## src/rtl/blackjack_pkg.sv

```systemverilog
// Shared scancodes, parser state encoding and key indices for the blackjack keyboard path.
// Latency: none (declarations and pure functions only).
// Backpressure: none; PS/2 bytes cannot be stalled.
package blackjack_pkg;

    // Set-2 scancodes used by the game
    localparam logic [7:0] SC_H     = 8'h33;
    localparam logic [7:0] SC_S     = 8'h1B;
    localparam logic [7:0] SC_D     = 8'h23;
    localparam logic [7:0] SC_BRK   = 8'hF0;
    localparam logic [7:0] SC_EXT   = 8'hE0;
    localparam logic [7:0] SC_UP    = 8'h75;
    localparam logic [7:0] SC_DOWN  = 8'h72;
    localparam logic [7:0] SC_KPENT = 8'h5A;

    // Bit positions in key_held and in the pulse vector
    localparam int KEY_HIT   = 0;
    localparam int KEY_STAND = 1;
    localparam int KEY_DEAL  = 2;
    localparam int NUM_KEYS  = 3;

    // Parser position within a multi-byte scancode sequence
    typedef enum logic [1:0] {
        ST_IDLE    = 2'd0,
        ST_EXT     = 2'd1,
        ST_BRK     = 2'd2,
        ST_EXT_BRK = 2'd3
    } parse_state_t;

    // One-hot game key for a plain (non-extended) scancode, zero if not a game key
    function automatic logic [NUM_KEYS-1:0] std_key_mask(input logic [7:0] code);
        logic [NUM_KEYS-1:0] mask;
        mask = '0;
        case (code)
            SC_H:    mask[KEY_HIT]   = 1'b1;
            SC_S:    mask[KEY_STAND] = 1'b1;
            SC_D:    mask[KEY_DEAL]  = 1'b1;
            default: mask = '0;
        endcase
        return mask;
    endfunction

    // One-hot game key for an E0-prefixed scancode (arrow / keypad aliases)
    function automatic logic [NUM_KEYS-1:0] ext_key_mask(input logic [7:0] code);
        logic [NUM_KEYS-1:0] mask;
        mask = '0;
        case (code)
            SC_UP:    mask[KEY_HIT]   = 1'b1;
            SC_DOWN:  mask[KEY_STAND] = 1'b1;
            SC_KPENT: mask[KEY_DEAL]  = 1'b1;
            default:  mask = '0;
        endcase
        return mask;
    endfunction

endpackage

```

## src/rtl/ps2_prefix_timer.sv

```systemverilog
// Saturating counter that measures how long the parser has waited for the byte after a prefix.
// Latency: o_expired is combinational from the count; count updates one cycle after i_en.
// Backpressure: none; i_clr has priority over i_en, the count never wraps.
module ps2_prefix_timer #(
    parameter int TIMEOUT_CYCLES = 2_500_000
) (
    input  logic CLOCK_50,
    input  logic rst_n,
    input  logic i_clr,
    input  logic i_en,
    output logic o_expired
);

    localparam int CNT_W = $clog2(TIMEOUT_CYCLES + 1);
    localparam logic [CNT_W-1:0] CNT_MAX  = CNT_W'(TIMEOUT_CYCLES);
    localparam logic [CNT_W-1:0] CNT_LAST = CNT_W'(TIMEOUT_CYCLES - 1);

    logic [CNT_W-1:0] r_cnt;

    // Count waiting cycles; clear on any accepted byte or while idle, hold at the top value
    always_ff @(posedge CLOCK_50 or negedge rst_n) begin
        if (!rst_n) begin
            r_cnt <= '0;
        end else if (i_clr) begin
            r_cnt <= '0;
        end else if (i_en && (r_cnt != CNT_MAX)) begin
            r_cnt <= r_cnt + 1'b1;
        end
    end

    // Expiry only matters while the counter is actually running
    assign o_expired = i_en && (r_cnt >= CNT_LAST);

endmodule

```

## src/rtl/ps2_key_decoder.sv

```systemverilog
// Parses PS/2 Set-2 make/break/extended bytes into one-shot H/S/D press pulses plus held-key levels.
// Latency: pulses, key_held and seq_error update 1 cycle after the byte strobe (registered outputs).
// Backpressure: none; a byte is accepted on every received_data_en, back-to-back included.
// Optional: define EXT_ARROWS_EN to alias Up/Down/keypad-Enter onto H/S/D.
module ps2_key_decoder
    import blackjack_pkg::*;
#(
    parameter int TIMEOUT_CYCLES = 2_500_000
) (
    input  logic       CLOCK_50,
    input  logic       rst_n,
    input  logic [7:0] received_data,
    input  logic       received_data_en,
    output logic       hit_pressed,
    output logic       stand_pressed,
    output logic       deal_pressed,
    output logic [2:0] key_held,
    output logic       seq_error
);

    parse_state_t        r_state;
    parse_state_t        w_next_state;
    logic [NUM_KEYS-1:0] r_held;
    logic [NUM_KEYS-1:0] r_pulse;
    logic                r_err;

    logic [NUM_KEYS-1:0] w_held_nxt;
    logic [NUM_KEYS-1:0] w_pulse_nxt;
    logic                w_err_nxt;
    logic                w_is_prefix;
    logic                w_dup;
    logic                w_restart;
    logic                w_tmr_clr;
    logic                w_tmr_en;
    logic                w_expired;
    logic [NUM_KEYS-1:0] w_std_mask;
    logic [NUM_KEYS-1:0] w_ext_mask;

    assign w_std_mask = std_key_mask(received_data);
`ifdef EXT_ARROWS_EN
    assign w_ext_mask = ext_key_mask(received_data);
`else
    assign w_ext_mask = '0;
`endif

    // A prefix arriving mid-sequence is an error, except F0 directly after E0
    assign w_is_prefix = (received_data == SC_EXT) || (received_data == SC_BRK);
    assign w_dup       = received_data_en && (r_state != ST_IDLE) && w_is_prefix
                         && !((r_state == ST_EXT) && (received_data == SC_BRK));
    // Bytes seen from IDLE, and the offending prefix after a duplicate, both start a fresh sequence
    assign w_restart   = (r_state == ST_IDLE) || w_dup;

    // The timer only runs while waiting for a follow-up byte
    assign w_tmr_clr = received_data_en || (r_state == ST_IDLE);
    assign w_tmr_en  = (r_state != ST_IDLE) && !received_data_en;

    ps2_prefix_timer #(
        .TIMEOUT_CYCLES (TIMEOUT_CYCLES)
    ) u_prefix_timer (
        .CLOCK_50  (CLOCK_50),
        .rst_n     (rst_n),
        .i_clr     (w_tmr_clr),
        .i_en      (w_tmr_en),
        .o_expired (w_expired)
    );

    // Parser state register
    always_ff @(posedge CLOCK_50 or negedge rst_n) begin
        if (!rst_n) begin
            r_state <= ST_IDLE;
        end else begin
            r_state <= w_next_state;
        end
    end

    // Next parser state from the current byte, or back to IDLE on timeout
    always_comb begin
        w_next_state = r_state;
        if (received_data_en) begin
            if (w_restart) begin
                if (received_data == SC_EXT) begin
                    w_next_state = ST_EXT;
                end else if (received_data == SC_BRK) begin
                    w_next_state = ST_BRK;
                end else begin
                    w_next_state = ST_IDLE;
                end
            end else if ((r_state == ST_EXT) && (received_data == SC_BRK)) begin
                w_next_state = ST_EXT_BRK;
            end else begin
                w_next_state = ST_IDLE;
            end
        end else if (w_expired) begin
            w_next_state = ST_IDLE;
        end
    end

    // Held-key update, press pulses (suppressing typematic repeats) and sequence errors
    always_comb begin
        w_held_nxt  = r_held;
        w_pulse_nxt = '0;
        w_err_nxt   = w_dup || (!received_data_en && w_expired);
        if (received_data_en) begin
            if (w_restart) begin
                w_pulse_nxt = w_std_mask & ~r_held;
                w_held_nxt  = r_held | w_std_mask;
            end else begin
                case (r_state)
                    ST_BRK: begin
                        w_held_nxt = r_held & ~w_std_mask;
                    end
                    ST_EXT: begin
                        if (received_data != SC_BRK) begin
                            w_pulse_nxt = w_ext_mask & ~r_held;
                            w_held_nxt  = r_held | w_ext_mask;
                        end
                    end
                    ST_EXT_BRK: begin
                        w_held_nxt = r_held & ~w_ext_mask;
                    end
                    default: begin
                        w_held_nxt = r_held;
                    end
                endcase
            end
        end
    end

    // Register all outputs so pulses are glitch-free single-cycle strobes
    always_ff @(posedge CLOCK_50 or negedge rst_n) begin
        if (!rst_n) begin
            r_held  <= '0;
            r_pulse <= '0;
            r_err   <= 1'b0;
        end else begin
            r_held  <= w_held_nxt;
            r_pulse <= w_pulse_nxt;
            r_err   <= w_err_nxt;
        end
    end

    assign hit_pressed   = r_pulse[KEY_HIT];
    assign stand_pressed = r_pulse[KEY_STAND];
    assign deal_pressed  = r_pulse[KEY_DEAL];
    assign key_held      = r_held;
    assign seq_error     = r_err;

endmodule

```

## config.mk

```make
export PLATFORM = sky130hd
export DESIGN_NAME = ps2_key_decoder
export DESIGN_NICKNAME = d
export VERILOG_FILES = /design/src/rtl/blackjack_pkg.sv /design/src/rtl/ps2_prefix_timer.sv /design/src/rtl/ps2_key_decoder.sv
export SDC_FILE = /design/constraint.sdc
export NUM_CORES = 1
export LEC_CHECK = 0
export ABC_CLOCK_PERIOD_IN_PS = 1750
export CAP_MARGIN = 40
export CELL_PAD_IN_SITES_DETAIL_PLACEMENT = 0
export CELL_PAD_IN_SITES_GLOBAL_PLACEMENT = 2
export CORE_ASPECT_RATIO = 2
export CORE_UTILIZATION = 31
export CTS_CLUSTER_SIZE = 24
export DETAILED_ROUTE_END_ITERATION = 10
export PLACE_DENSITY_LB_ADDON = 0.1
export SKIP_LAST_GASP = 1
export SYNTH_ARGS = -nofsm -noshare
export SYNTH_HDL_FRONTEND = slang
export SYNTH_SLANG_ARGS = --single-unit
```

## constraint.sdc

```tcl
create_clock -name CLOCK_50 -period 1.75 [get_ports CLOCK_50]
set_input_delay 0.35 -clock CLOCK_50 [delete_from_list [all_inputs] [get_ports CLOCK_50]]
set_output_delay 0.35 -clock CLOCK_50 [all_outputs]
set_load 0.1 [all_outputs]
```

==> metrics.yaml, run 1 <==
status: "complete, no violations"
post-place-ws_ns: -0.201
async_flop_share_pct: 100
finClkSkew_ns: 0.00543
cp.required_ns: 1.96
yosysWarnings: 0
r2r_slack_ns: 0.05
ir_drop_v: 0.000543
slew_viol_final: 0
portBuffers: 17
hold_viol_final: 0
wire_per_inst_um: 16.2
yosysTopAreaCell: "dfrtp_1"
drtIter0Drc: 29
via_per_inst: 5.59
final_common_cell: "buf_4"
start_util_pct: 32.3
path_clk_slew_ns: 0.07
grt_use_total_pct: 18.8
period_minus_slack_ns: 1.70
nets: 255
path_class: "register to register"
internal_power_mw: 1.08
drt_first_pass_iters: 4
dr.max_layer_used: "met4"
pwr-share-seq_pct: 51.4
rsz0062_at_grt: "true"
syn-instance-count: 192
dieArea_sq_um: 5970
tns_ns: 0
clkLatencyLatePin_ns: 0.28
tritoncts: "built"
p_comb_share_pct: 8.1
diodes: 0
fin_ws_ns: 0.0474
die_y_um: 108
synth_nets: 205
rows: 38
hold_buffers: 0
clock_path_buffers: 2
endpoint_kind: "register"
ys_seq_area_share_pct: 44.3
p_switching_mw: 0.333
finalPower_mw: 1.41
hold_class: "primary input to async pin"
switching_share_pct: 23.6
antenna_found_initial: 0
ys.flop_type: "dfrtp_1"
max_freq_mhz: 587
gp_congestion: 0.803
clkSinkCount: 31
worstReg2RegEnd: "u_prefix_timer.r_cnt[18]$_DFFE_PN0P_"
wl_met2_mm: 2.85
power_frac_clock_pct: 40.4
synth.area.top_cells: "dfrtp_1 44%, nor2_1 4.5%, xor2_1 3.5%"
synth_top_area_share_pct: 44.3
cts_buffers: 5
wl_met3_um: 167
grt_max_degree: 32
grt_pass1_vias: 1721
drc: 0
synth-seq-cells: 31
startpoint_type: "register"
worst_r2r_path_depth: 6
drive_gt1_share_pct: 25.6
final_cell_mix: "34 x buf_4, 30 x dfrtp_1, 21 x nor2_1"
syn2layout_area_growth_pct: 37.6
antenna_left: 0
htree_levels: 2
syn_avg_cell_area_sq_um: 9.11
power_density_nw_per_um2: 587
core_sq_um: 5420
wl_met1_mm: 1.70
grt_overflow_total: 0
synth_area_sq_um: 1750
cp_max_fo: 8
fin_crit_sh_pct: 97.3
ios: 18
p_leak_nw: 0.989
place_hpwl_mm: 3.69
yosysUniqueCellTypes: 45
synth-edff-count: 0
cts-root-buf: "clkbuf_8"
setup_violations: 0
grt_pass1_wl_mm: 7.82
drt_wl_total_mm: 4.89
max_slew_margin_pct: 72.2
worst_slew_pin_slew_ns: 0.417
r2r_start: "u_prefix_timer.r_cnt[0]$_DFFE_PN0P_"
cp.arrival_ns: 1.91
cap_violations: 0
fillers: 538
vias: 1688
dieWidth_um: 55.1
-- Yosys cell counts (3+ instances only) --
| cell | count |
|---|---|
| a21oi_1 | 10 |
| a31oi_1 | 4 |
| and3_1 | 3 |
| and4_1 | 4 |
| buf_2 | 3 |
| clkbuf_1 | 6 |
| dfrtp_1 | 31 |
| inv_1 | 13 |
| nand2_1 | 10 |
| nand3_1 | 10 |
| nand4_1 | 8 |
| nor2_1 | 21 |
| nor3_1 | 3 |
| nor4_1 | 3 |
| nor4bb_1 | 3 |
| o21ai_0 | 7 |
| o31ai_1 | 5 |
| or3_1 | 3 |
| or4_1 | 5 |
| xnor2_1 | 4 |
| xor2_1 | 7 |
-- power groups by stage --
stage / registers [mW] / clock network, mW / logic, mW
detailed placement: 0.740 / 0 / 0.116
global route: 0.726 / 0.642 / 0.124
finish: 0.727 / 0.571 / 0.115
floorplan: 0.766 / 0 / 0.0128
CTS: 0.726 / 0.593 / 0.117
global placement: 0.740 / 0 / 0.114
-- registers in the layout, summed over array words and instances, names as in the netlist, named ones only --
name,count
u_prefix_timer.r_cnt,22
r_pulse,3
seq_error,1
r_state,2
-- worst max-delay path by stage --
stage	from	to	slack, ns	cells past startpoint
3_5_place_dp	received_data[0]	register	-0.20	6
3_3_place_gp	received_data[0]	register	-0.17	6
5_1_grt	u_prefix_timer.r_cnt[13]$_DFFE_PN0P_	r_state[0]$_DFFE_PN0P_	-0.06	4
6_report	u_prefix_timer.r_cnt[0]$_DFFE_PN0P_	u_prefix_timer.r_cnt[18]$_DFFE_PN0P_	0.05	6
4_1_cts	u_prefix_timer.r_cnt[0]$_DFFE_PN0P_	u_prefix_timer.r_cnt[20]$_DFFE_PN0P_	0.02	6
2_1_floorplan	u_prefix_timer.r_cnt[1]$_DFFE_PN0P_	u_prefix_timer.r_cnt[18]$_DFFE_PN0P_	0.09	5
-- routing by layer --
| metal | global-route usage, % | vias to the layer above |
|---|---|---|
| met5 | 0 | - |
| met3 | 3.38 | 16 |
| met2 | 36.2 | 44 |
| met4 | 9.29 | 0 |
| li1 | - | 802 |
| met1 | 17.0 | 826 |
-- worst max-delay path: stages (launching register included) --
cell and delay, ns:
dfrtp_1 0.38, ha_2 0.19, and4_4 0.24, nand4_1 0.12, buf_6 0.16, or4_1 0.39
a21oi_1 0.15
-- metrics by stage --
step / hold WS, ns / cells / area [sq um] / util, %
6_report: 0.465 / 302 / 2410 / 44.4
3_5_place_dp: 0.503 / 295 / 2290 / 42.2
3_3_place_gp: 0.486 / 295 / 2290 / 42.2
2_1_floorplan: 0.0544 / 192 / 1750 / -
4_1_cts: 0.492 / 302 / 2380 / 44.0
5_1_grt: 0.507 / 302 / 2410 / 44.4
-- cells by family (layout without fill, tap and decap cells) --
family                   count (synthesis)  after routing  share of synthesized area (%)
adder cells (fa/ha/maj)                  2              2                           1.43
AO/OA/AOI/OAI                           40             40                           15.1
AND/OR/NAND/NOR                         86             86                           28.7
XOR/XNOR                                11             11                           5.51
flip-flops                              31             31                           44.3
buffers and inverters                   22             72                           4.94
-- timing repair --
action	4_1_cts	5_1_grt
setup buffers	0	0
pin swaps	0	3
endpoints found under the setup margin	1	6
hold endpoints to repair	0	0
resized for setup	1	7
-- layout make-up --
class,instances,area [sq um],share of cell area (%)
clock inverters,1,5.00,0.208
multi-input cells,139,912,37.9
inverters,13,48.8,2.03
repair buffers,52,507,21.0
well taps,60,75.1,3.12
clock buffers,6,82.6,3.43
flip-flops and latches,31,777,32.3
No activity file was read; power rests on OpenSTA's default activity.
==> inputs of run 2 (changes only) <==
Settings changed: CORE_ASPECT_RATIO 2 to 1.1.
==> metrics.yaml, run 2 (synthesis gave the netlist of run 1 again) <==
nets: 252  # -1.2%
regMostFlops: "u_prefix_timer.r_cnt"
period_minus_slack_ns: 1.72  # +0.0127 ns
tns_ns: 0  # unchanged
slew_viol_final: 0  # unchanged
via_per_inst: 4.97  # -11%
endpoint_kind: "register"
grt_pass1_wl_mm: 7.11  # -9.0%
place_area_sq_um: 2270  # -0.82%
place_hpwl_mm: 3.15  # -15%
tritoncts: "built"
cts_buffers: 5  # unchanged
grt_use_total_pct: 15.7  # -3.2 points
power_density_nw_per_um2: 609  # +3.8%
cp.arrival_ns: 1.92  # about the same
finalPower_mw: 1.46  # +3.3%
portBuffers: 17  # unchanged
antenna_left: 0  # unchanged
layout.cells.non_filler: 315  # +4.3%
vias: 1567  # -7.2%
antenna_found_initial: 0  # unchanged
final_cell_mix: "32 x buf_4, 31 x dfrtp_1, 21 x nor2_1"
seq_area_sq_um: 776  # -0.16%
grt_pass1_vias: 1551  # -9.9%
multi_input_area_sq_um: 898  # -1.5%
largest_register_ff_count: 22  # unchanged
start_util_pct: 32.4  # +0.15 points
post-place-cells: 305  # +3.4%
dieWidth_um: 73.6  # +34%
cts-root-buf: "clkbuf_8"
die_y_um: 80.8  # -25%
setup_violations: 0  # unchanged
status: "complete, no violations"
drive_gt1_share_pct: 23.3  # -2.3 points
hold_class: "primary input to async pin"
cp.required_ns: 1.95  # about the same
final_util_pct: 44.4  # about the same
max_slew_margin_pct: 72.1  # -0.14 points
diodes: 0  # unchanged
path_clk_slew_ns: 0.07  # about the same
max_freq_mhz: 583  # -0.74%
drtIter0Drc: 56  # +93%
dieArea_sq_um: 5950  # -0.30%
path_class: "register to register"
ios: 18  # unchanged
wire_per_inst_um: 13.3  # -18%
core_sq_um: 5400  # -0.46%
drc: 0  # unchanged
post-place-ws_ns: -0.218  # -0.0168 ns
gp_congestion: 0.769  # -4.2%
hold_viol_final: 0  # unchanged
clock_path_buffers: 2  # unchanged
syn2layout_area_growth_pct: 37.1
worst_slew_pin_slew_ns: 0.419  # +0.00216 ns
grt_max_degree: 32  # unchanged
fin_ws_ns: 0.0347  # -0.0127 ns
final_common_cell: "buf_4"
whs_ns: 0.461  # -0.00343 ns
drt_first_pass_iters: 4  # unchanged
ir_drop_v: 0.000287  # -47%
drt_wl_total_mm: 4.18  # -15%
reg_top3: "u_prefix_timer.r_cnt x22, r_pulse x3, r_state x2"
design_area_sq_um: 2400  # -0.42%
htree_levels: 2  # unchanged
hold_buffers: 0  # unchanged
rows: 28  # -26%
p_leak_nw: 0.983  # -0.59%
finClkSkew_ns: 0.00809  # +0.00265 ns
grt_overflow_total: 0  # unchanged
fin_crit_sh_pct: 98.0  # +0.72 points
fillers: 552  # +2.6%
clkLatencyLatePin_ns: 0.28  # about the same
clkSinkCount: 31  # unchanged
rsz0062_at_grt: "true"
cp_max_fo: 7  # -1
cap_violations: 0  # unchanged
startpoint_type: "register"
[run 2: critical path, stage by stage (launching register included)]
cell,delay [ns]
dfrtp_1,0.36
ha_1,0.18
and4_4,0.25
nand4_1,0.22
or4_1,0.47
a21oi_1,0.16
[run 2: worst paths after layout]
check	startpoint	to	slack (ns)	cells after the start
max reg2reg	u_prefix_timer.r_cnt[0]$_DFFE_PN0P_	u_prefix_timer.r_cnt[20]$_DFFE_PN0P_	0.03	5
min reg2reg	register	r_pulse[2]$_DFF_PN0_	0.50	1
min in group CLOCK_50	register	r_pulse[2]$_DFF_PN0_	0.50	1
max	u_prefix_timer.r_cnt[0]$_DFFE_PN0P_	u_prefix_timer.r_cnt[20]$_DFFE_PN0P_	0.03	5
min	rst_n	u_prefix_timer.r_cnt[18]$_DFFE_PN0P_	0.46	2
max in group asynchronous	rst_n	u_prefix_timer.r_cnt[2]$_DFFE_PN0P_	0.97	2
[run 2: cell type report]
cell class,instances,area share (%)
clock buffers,8,4.18
inverters,13,2.04
multi-input cells,139,37.5
flip-flops and latches,31,32.4
well taps,75,3.91
repair buffers,49,20.0
[run 2: power by group]
part	total, mW	switching [mW]	internal (mW)
registers	0.726	0.00576	0.721
logic	0.112	0.0625	0.0500
clock network	0.621	0.262	0.359
total	1.46	0.331	1.13
[run 2: routing by layer]
layer	wire length [um]	track usage, %	vias to the layer above
met3	108	3.72	8
met5	0	0	-
met4	87	6.35	0
met1	1890	19.1	742
met2	2090	26.4	21
li1	-	-	796
[run 2: repair_timing]
item,4_1_cts,5_1_grt
buffers inserted,0,2
pin swaps,1,0
gates resized for setup,1,3
cloned,0,0
endpoints found under the setup margin,2,6
